[config.mk]
export PLATFORM = sky130hd
export DESIGN_NAME = conv832_ctrl
export DESIGN_NICKNAME = d
export VERILOG_FILES = /design/src/rtl/conv832_ctrl.sv
export SDC_FILE = /design/constraint.sdc
export NUM_CORES = 1
export LEC_CHECK = 0
export ABC_AREA = 1
export CORE_AREA = 4 4 48 72
export DETAILED_ROUTE_END_ITERATION = 10
export DIE_AREA = 0 0 52 76
export PLACE_DENSITY = 0.9
export SYNTH_ARGS = -nofsm -noshare
export SYNTH_HDL_FRONTEND = slang
export SYNTH_SLANG_ARGS = --single-unit
export TNS_END_PERCENT = 20
[constraint.sdc]
create_clock -name clk -period 3.91 [get_ports clk]
set_input_delay 0.782 -clock clk [delete_from_list [all_inputs] [get_ports clk]]
set_output_delay 0.782 -clock clk [all_outputs]
set_load 0.01 [all_outputs]
[src/rtl/conv832_ctrl.sv]
// Arbitration and sequencing controller for the PHY 8->32 byte-to-word converter.
// Two valid/ready byte requesters share the converter one whole word at a time.
module conv832_ctrl #(
   parameter int TIMEOUT = 15
) (
   input  logic       clk,
   input  logic       reset_l,
   input  logic [1:0] mode,
   input  logic       req0_valid,
   input  logic [7:0] req0_data,
   input  logic       req1_valid,
   input  logic [7:0] req1_data,
   output logic       req0_ready,
   output logic       req1_ready,
   output logic [1:0] pclk,
   output logic       enb,
   output logic [7:0] in_data,
   output logic [1:0] byte_idx,
   output logic       word_done,
   output logic       owner,
   output logic       flush
);

   typedef enum logic {IDLE, BUSY} state_t;

   state_t     state, stateNext;
   logic [1:0] widthReg;
   logic [1:0] idx;
   logic [1:0] widthSel;
   logic [1:0] lastIdx;
   logic [1:0] curIdx;
   logic       lastServed;
   logic       ownerReg;
   logic       anyValid;
   logic       grant;
   logic       selOwner;
   logic       selValid;
   logic       accept;
   logic       isLast;
   logic       timeoutHit;
   logic [7:0] selData;
   logic [7:0] idleCnt;

   // Select the requester in charge this cycle: round-robin grant when no word
   // is open, otherwise the owner of the open word.
   always_comb begin
      anyValid   = req0_valid | req1_valid;
      grant      = (req0_valid && req1_valid) ? ~lastServed : req1_valid;
      selOwner   = (state == IDLE) ? grant : ownerReg;
      selValid   = selOwner ? req1_valid : req0_valid;
      selData    = selOwner ? req1_data : req0_data;
      accept     = selValid;
      widthSel   = (state == IDLE) ? ((mode == 2'b11) ? 2'b10 : mode) : widthReg;
      case (widthSel)
         2'b00:   lastIdx = 2'd0;
         2'b01:   lastIdx = 2'd1;
         default: lastIdx = 2'd3;
      endcase
      curIdx     = (state == IDLE) ? 2'd0 : idx;
      isLast     = accept && (curIdx == lastIdx);
      timeoutHit = (state == BUSY) && !selValid && (idleCnt == 8'(TIMEOUT - 1));
   end

   assign req0_ready = reset_l && ((state == IDLE) ? (anyValid && !grant) : !ownerReg);
   assign req1_ready = reset_l && ((state == IDLE) ? (anyValid && grant) : ownerReg);
   assign pclk       = widthReg;
   assign owner      = ownerReg;

   always_ff @(posedge clk or negedge reset_l) begin
      if (!reset_l) state <= IDLE;
      else          state <= stateNext;
   end

   always_comb begin
      stateNext = state;
      case (state)
         IDLE:    if (accept && !isLast) stateNext = BUSY;
         BUSY:    if (isLast || timeoutHit) stateNext = IDLE;
         default: stateNext = IDLE;
      endcase
   end

   // Converter-facing outputs are registered one cycle behind the handshake;
   // width and owner are captured only on the first byte of a word.
   always_ff @(posedge clk or negedge reset_l) begin
      if (!reset_l) begin
         enb        <= 1'b0;
         in_data    <= 8'h00;
         byte_idx   <= 2'd0;
         word_done  <= 1'b0;
         flush      <= 1'b0;
         widthReg   <= 2'b00;
         ownerReg   <= 1'b0;
         lastServed <= 1'b1;
         idx        <= 2'd0;
         idleCnt    <= 8'd0;
      end else begin
         enb       <= accept;
         word_done <= isLast;
         flush     <= timeoutHit;
         if (accept) begin
            in_data  <= selData;
            byte_idx <= curIdx;
            idx      <= curIdx + 2'd1;
         end
         if (timeoutHit) idx <= 2'd0;
         if (accept && (state == IDLE)) begin
            widthReg <= widthSel;
            ownerReg <= grant;
         end
         if (isLast || timeoutHit) lastServed <= selOwner;
         if ((state == BUSY) && !accept && !timeoutHit) idleCnt <= idleCnt + 8'd1;
         else                                            idleCnt <= 8'd0;
      end
   end

endmodule

==> results of run 1 <==
-- per-stage QoR --
stage / util (%) / std cells / setup slack (ns) / area [um^2]
floorplan: - / 161 / 1.56 / 1380
global placement: 62.8 / 236 / 0.545 / 1790
detailed placement: 62.8 / 236 / 0.502 / 1790
CTS: 64.4 / 240 / 0.495 / 1840
global route: 64.4 / 240 / 0.401 / 1840
finish: 64.4 / 240 / 0.495 / 1840
-- layout make-up --
cell class	instances	area [um^2]	area share, %
clock buffer	4	45.0	2.45
timing repair buffer	40	398	21.7
inverter	17	66.3	3.61
tap	39	48.8	2.66
sequential	28	702	38.2
multi-input combinational	112	577	31.4
-- per-layer routing --
layer  wire length (um)  GRT usage, %  part of all wire (%)  vias to the layer above
met5                  0             0                     0                        -
met4                 45          4.99                   1.6                        0
met3                142          2.54                   4.9                        4
met2               1570          29.6                    54                       32
met1               1130          17.9                    39                      552
li1                   -             -                     -                      600
-- synth_stat cells --
cell	instances	area, um^2
nand2_1	47	176
dfrtp_1	27	676
nor2_1	20	75.1
inv_1	14	52.6
nand3_1	10	50.1
a31oi_1	8	50.1
buf_4	3	22.5
nor3b_2	3	37.5
o21ai_0	3	15.0
o21ai_1	3	15.0
a21oi_1	2	10.0
ha_1	2	25.0
inv_2	2	7.51
nand2_2	2	12.5
nand3_2	2	20.0
xor2_1	2	17.5
a211oi_1	1	7.51
buf_6	1	11.3
dfstp_2	1	26.3
inv_4	1	6.26
nand2_4	1	11.3
nand3_4	1	17.5
nand4_1	1	6.26
nor3_1	1	5.00
o21a_1	1	7.51
or2_4	1	8.76
xnor2_1	1	8.76
-- state kept, by name (all words and copies together) (netlist names) --
| signal | cells |
|---|---|
| idleCnt | 8 |
| byte_idx | 2 |
| idx | 2 |
| in_data | 8 |
| flush | 1 |
| word_done | 1 |
| pclk | 2 |
| enb | 1 |
| lastServed | 1 |
| owner | 1 |
| state | 1 |
-- worst paths after layout --
| check | start | endpoint | slack [ns] |
|---|---|---|---|
| max | req0_valid | req0_ready | 0.49 |
| min in group asynchronous | reset_l | pclk[0] | 0.96 |
| max reg2reg | state | lastServed | 2.06 |
| min reg2reg | byte_idx[0] | byte_idx[0] | 0.49 |
| min | byte_idx[0] | byte_idx[0] | 0.49 |
| max in group asynchronous | reset_l | lastServed | 2.65 |
-- cells by family (layout without fill, tap and decap cells) --
logic type	count (synthesis)	in the layout	share of synthesized area, %
xor gates and xnor gates	3	3	1.91
DFF	28	28	50.9
AOI/OAI and AO/OA	18	18	7.62
and+or+nand+nor	89	89	30.5
adders and majority gates	2	2	1.81
buffers and inverters	21	61	7.26
-- cell usage in the layout (no fill, tap or decap), types with 2 or more instances in the layout --
cell type	count
nand2_2	2
xor2_1	2
o21ai_1	3
clkbuf_8	3
nand3_2	2
ha_1	2
a31oi_1	8
a21oi_1	2
inv_2	2
nand3_1	10
inv_1	14
nor3b_2	3
o21ai_0	3
dfrtp_1	27
nand2_1	47
nor2_1	20
clkdlybuf4s50_1	39
-- power by group --
group | internal, W | switching [W]
clock network | 0.0000728 | 0.0000800
logic | 0.000291 | 0.000353
registers | 0.000398 | 0.0000735
==> summary.txt, run 1 <==
Status
  • Run status: finished, final reports clean

Critical path
  • Max FO, Critical Path: 11
  • Required time worst endpoint: between 3 and 4 ns
  • Cells traversed along the worst timing path: clkdlybuf4s50_1 -> nand2_1 -> nand2_1 -> nand2_1 -> nand2_2 -> inv_2 -> a211oi_1 -> clkdlybuf4s50_1
  • Type of the worst setup path: input port to primary output
  • Family with the most delay on the worst path: buffers and inverters
  • Biggest cell delay along the critical path: about 0.58 ns
  • Sort of element at the end of the critical path: primary output
  • Buffer and inverter count on the worst path: 3
  • Cell depth of the worst setup path: 8
  • Critical path's most frequent cell: nand2_1
  • Arrival @ worst endpoint: 2.63 ns
  • Depth of the worst register-to-register path: 10
  • Startpoint kind of the worst setup timing path: input port
  • CP max-delay cell: clkdlybuf4s50_1

Detailed routing
  • Violation count after the first detailed-routing iteration: 33
  • Vias per std cell: roughly 5
  • Pre-antenna DRT Iters: 4
  • Antenna Nets Post-Route: 0
  • Total length of routed wires: 2890 um
  • Via count of the routed design: around 1200
  • Average wire per cell in the routed design: around 12 um
  • Remaining DRCs: 0

Global route
  • Overflow left after global routing: 0
  • Wire length of the first global-routing pass: between 5000 and 6000 um
  • Total global routing track utilization: about 16%
  • Maximum number of pins on one net before global-route repair: 29
  • Vias in the first global route: about 1200
  • Antenna violations before repair: 0

Floorplan
  • Placeable Area: 2850 um^2
  • Die boundary width: between 50 and 60 um
  • Area enclosed by the die boundary: around 4000 um^2
  • Boundary Pins: 40
  • Placement Rows: 24
  • Height of the chip: roughly 76 um
  • Starting Density: around half

STA
  • Final Critical Period: 3.42 ns
  • Setup repair after global routing missed its margin: false
  • Final hold slack: just under 0.5 ns
  • Final period util: between 80 and 90%
  • Setup Viol. Count Final: 0
  • Clock Skew: just under 0.003 ns
  • Setup TNS after final layout: 0 ns
  • Number of hold violations in the final report: 0
  • Relative slew slack: 77.5%
  • Tightest Pin Transition: between 0.3 and 0.4 ns
  • Max Transition Viols Final: 0
  • Maximum frequency from static timing analysis: approximately 0.3 GHz

Layout
  • Fill cell instance count of the final layout: roughly 230
  • Area Growth Syn to Fin: 33.2%
  • Net count, final: 226
  • Proportion of layout cells with a drive suffix above 1: under 10%
  • # diodes: 0

Synthesis
  • Nets in the synthesized netlist: 185
  • Fraction of the yosys area taken by sequential cells: between 50% and 60%
  • Synthesized area: approximately 1400 um^2
  • Syn Inst Count: between 150 and 200
  • Number of synthesis warnings: 0
  • Synthesized flop and latch total: 28
  • Average instance area after synthesis: 8.56 um^2
  • Number of distinct library cells after synthesis: 27

Power and ir drop
  • Total power per unit cell area: 691 nW/um^2
  • IR drop worst, VDD: ~0.43 mV
  • Post-layout total power: roughly 0.0013 W
  • Leakage power total: 0.846 nW

Min path
  • Min-Delay Path Depth: 1
  • Worst hold path type: register to register

Place
  • Input/output buffers: 39
  • Routability congestion estimate from global placement: 0.788
  • DP Wirelength: 2210 um

Clocking
  • Cts-stage hold buffer count: 0
  • Clock sink count: 28
  • TritonCTS Buffers: 3
  • Post_cts resized: 0
  • TritonCTS clock tree: yes
  • Clock-pin slew of the registers on the worst-case setup and hold paths: 0.08 ns
  • Root cell of the clock tree: clkbuf_8
  • Count of H-tree levels built during CTS: 1
  • Number of buffers inserted to repair setup after CTS: 0
  • Insertion delay to the later sink of the worst-skew pair: 0.26 ns
  • Bufs on Longest Clock Path: 2

Run
  • Total of max-cap violations: 0
Note: power is estimated with default switching activity, not from simulation.
==> inputs of run 2 (changes only) <==
--- a/config.mk
+++ b/config.mk
@@ -7,6 +7,7 @@
 export LEC_CHECK = 0
 export ABC_AREA = 1
 export CORE_AREA = 4 4 48 72
+export CTS_CLUSTER_SIZE = 10
 export DETAILED_ROUTE_END_ITERATION = 10
 export DIE_AREA = 0 0 52 76
 export PLACE_DENSITY = 0.9
==> results of run 2 <==
Final layout, timing and power as in run 1 (identical DEF).
==> inputs of run 3 (changes only) <==
==> constraint.sdc (replaced) <==
create_clock -name clk -period 3.91 [get_ports clk]
set_input_delay 0.782 -clock clk [delete_from_list [all_inputs] [get_ports clk]]
set_output_delay 0.782 -clock clk [all_outputs]
set_load 0.05 [all_outputs]
==> run 3 against run 2 <==
Compared with the run above:
- highest routed layer unchanged
- utilization increased by 0.70 points
- count of clock-buffer cells in the layout unchanged
- register-to-register slack got worse by 0.06 ns
- critical endpoint unchanged
- critical path type unchanged
- sequential share of layout area decreased by 0.41 points
==> summary.txt, run 3 (synthesis results as in run 1) <==
Power and ir drop
  • Leakage power total: 0.857 nW (+1.2%)
  • IR drop worst, VDD: 0.498 mV (+17%)
  • Post-layout total power: 0.00154 W (+22%)
  • Total power per unit cell area: 832 nW/um^2 (+20%)

Detailed routing
  • Via count of the routed design: 1170 (-1.5%)
  • Violation count after the first detailed-routing iteration: 37 (+12%)
  • Remaining DRCs: 0 (unchanged)
  • Total length of routed wires: 3030 um (+5.0%)
  • Routed met3 length: 112 um (-21%)
  • Pre-antenna DRT Iters: 4 (unchanged)
  • Uppermost signal routing layer after detailed routing: met4
  • Routed length on met2: 1670 um (+6.6%)
  • Antenna Nets Post-Route: 0 (unchanged)
  • Vias per std cell: 4.88 (-1.5%)
  • Wire length on met1: 1180 um (+4.2%)
  • Average wire per cell in the routed design: 12.6 um (+5.0%)

Critical path
  • FF-to-FF Start: state
  • Type of the worst setup path: input port to primary output
  • Startpoint kind of the worst setup timing path: input port
  • Reg2Reg Capture Point: pclk[0]
  • Cells traversed along the worst timing path: clkdlybuf4s50_1 -> nand2_1 -> nand2_1 -> nand2_1 -> nand2_2 -> inv_2 -> a211oi_1 -> buf_12
  • CP max-delay cell: clkdlybuf4s50_1
  • Critical path's most frequent cell: nand2_1
  • Max FO, Critical Path: 11 (unchanged)
  • Flop-to-flop setup slack: 2.00 ns (-0.06 ns)
  • Biggest cell delay along the critical path: 0.51 ns (-0.07 ns)
  • Required time worst endpoint: 3.13 ns (about the same)
  • Arrival @ worst endpoint: 2.42 ns (-0.21 ns)
  • Sort of element at the end of the critical path: primary output
  • Depth of the worst register-to-register path: 8 (-2)

Layout
  • Total area of sequential cells: 702 um^2 (unchanged)
  • Most frequent cells in the layout: nand2_1 (47), clkdlybuf4s50_1 (37), dfrtp_1 (27)
  • Total area of multi-input combinational cells: 577 um^2 (unchanged)
  • Area Growth Syn to Fin: 34.7%
  • Non-filler cells in the finished layout: 240 (unchanged)
  • Biggest regs: idleCnt (8), in_data (8)
  • # diodes: 0 (unchanged)
  • Net count, final: 226 (unchanged)
  • Fill cell instance count of the final layout: 237 (+3.9%)
  • Proportion of layout cells with a drive suffix above 1: 9.95% (+1.0 points)
  • Most common cell after layout, fill and taps aside: nand2_1

Global route
  • Overflow left after global routing: 0 (unchanged)
  • Wire length of the first global-routing pass: 5230 um (+4.1%)
  • Antenna violations before repair: 0 (unchanged)
  • Maximum number of pins on one net before global-route repair: 29 (unchanged)
  • Vias in the first global route: 1204 (-1.7%)
  • Total global routing track utilization: 17.0% (+1.0 points)

STA
  • Post-route setup slack: 0.711 ns (+0.216 ns)
  • Max Transition Viols Final: 0 (unchanged)
  • Clock Skew: 0.00135 ns (-0.00156 ns)
  • Final period util: 81.8% (-5.5 points)
  • Final hold slack: 0.496 ns (+0.00210 ns)
  • Setup Viol. Count Final: 0 (unchanged)
  • Maximum frequency from static timing analysis: 0.313 GHz (+6.7%)
  • Setup TNS after final layout: 0 ns (unchanged)
  • Setup repair after global routing missed its margin: false
  • Final Critical Period: 3.20 ns (-0.216 ns)
  • Tightest Pin Transition: 0.509 ns (+0.171 ns)
  • Relative slew slack: 66.0% (-12 points)
  • Number of hold violations in the final report: 0 (unchanged)

Floorplan
  • Placement Rows: 24 (unchanged)
  • Starting Density: 48.3% (unchanged)
  • Area enclosed by the die boundary: 3950 um^2 (unchanged)
  • Die boundary width: 52 um (unchanged)
  • Height of the chip: 76 um (unchanged)
  • Placeable Area: 2850 um^2 (unchanged)
  • Boundary Pins: 40 (unchanged)

Clocking
  • Bufs on Longest Clock Path: 2 (unchanged)
  • TritonCTS Buffers: 3 (unchanged)
  • Clock sink count: 28 (unchanged)
  • Clock-pin slew of the registers on the worst-case setup and hold paths: 0.09 ns (about the same)
  • Insertion delay to the later sink of the worst-skew pair: 0.27 ns (about the same)
  • TritonCTS clock tree: yes
  • Root cell of the clock tree: clkbuf_8
  • Number of buffers inserted to repair setup after CTS: 0 (unchanged)
  • Post_cts resized: 0 (unchanged)
  • Cts-stage hold buffer count: 0 (unchanged)
  • Count of H-tree levels built during CTS: 1 (unchanged)

Run
  • Total of max-cap violations: 0 (unchanged)

Place
  • DP Wirelength: 2300 um (+4.3%)
  • Post-place setup slack: 0.706 ns (+0.204 ns)
  • Input/output buffers: 39 (unchanged)
  • Instance count after placement with tap cells included: 236 (unchanged)
  • Routability congestion estimate from global placement: 0.790 (+0.28%)

Min path
  • Hold-critical path endpoint: byte_idx[1]
  • Min-Delay Path Depth: 2 (+1)
  • Worst hold path type: register to register
  • Start point of the worst hold path: byte_idx[1]

Status
  • Run status: finished, final reports clean
-- run 3: cell types whose count changed in the layout (fill, tap and decap cells not counted), sizes merged --
cell	delta
clkdlybuf4s50	-2
buf	+2
-- run 3: routing by layer --
layer | GRT usage (%) | vias to the layer above
met4 | 7.09 | 0
met5 | 0 | -
li1 | - | 597
met3 | 2.15 | 6
met1 | 20.1 | 540
met2 | 29.8 | 27
-- run 3: worst max-delay path by stage --
stage	from	endpoint	slack, ns	cells past startpoint
2_1_floorplan	req0_valid	req0_ready	0.71	7
3_3_place_gp	req0_valid	req0_ready	0.77	8
3_5_place_dp	req0_valid	req0_ready	0.71	8
4_1_cts	req0_valid	req0_ready	0.70	8
5_1_grt	req0_valid	req0_ready	0.59	8
6_report	req0_valid	req0_ready	0.71	8
-- run 3: power by group --
part | leakage, nW | internal [W] | switching (W) | total, W
Clock | 0.0228 | 0.0000730 | 0.0000848 | 0.000158
Sequential | 0.350 | 0.000398 | 0.0000754 | 0.000474
Combinational | 0.483 | 0.000304 | 0.000609 | 0.000913
-- run 3: area by class of cell --
cell class / count / area share (%)
clock buffers: 4 / 2.43
inverters: 17 / 3.57
multi-input cells: 112 / 31.1
flip-flops and latches: 28 / 37.8
well taps: 39 / 2.63
repair buffers: 40 / 22.5
-- run 3: critical path, delay by kind of cell --
kind / cells / cell delay, ns
buffers and inverters: 3 / 0.83
AND/OR/NAND/NOR: 4 / 0.43
AO/OA/AOI/OAI: 1 / 0.36
-- run 3: stage by stage --
| stage | instance area, um^2 | util [%] |
|---|---|---|
| floorplan | 1380 | - |
| global placement | 1810 | 63.5 |
| detailed placement | 1810 | 63.5 |
| CTS | 1860 | 65.1 |
| global route | 1860 | 65.1 |
| finish | 1860 | 65.1 |
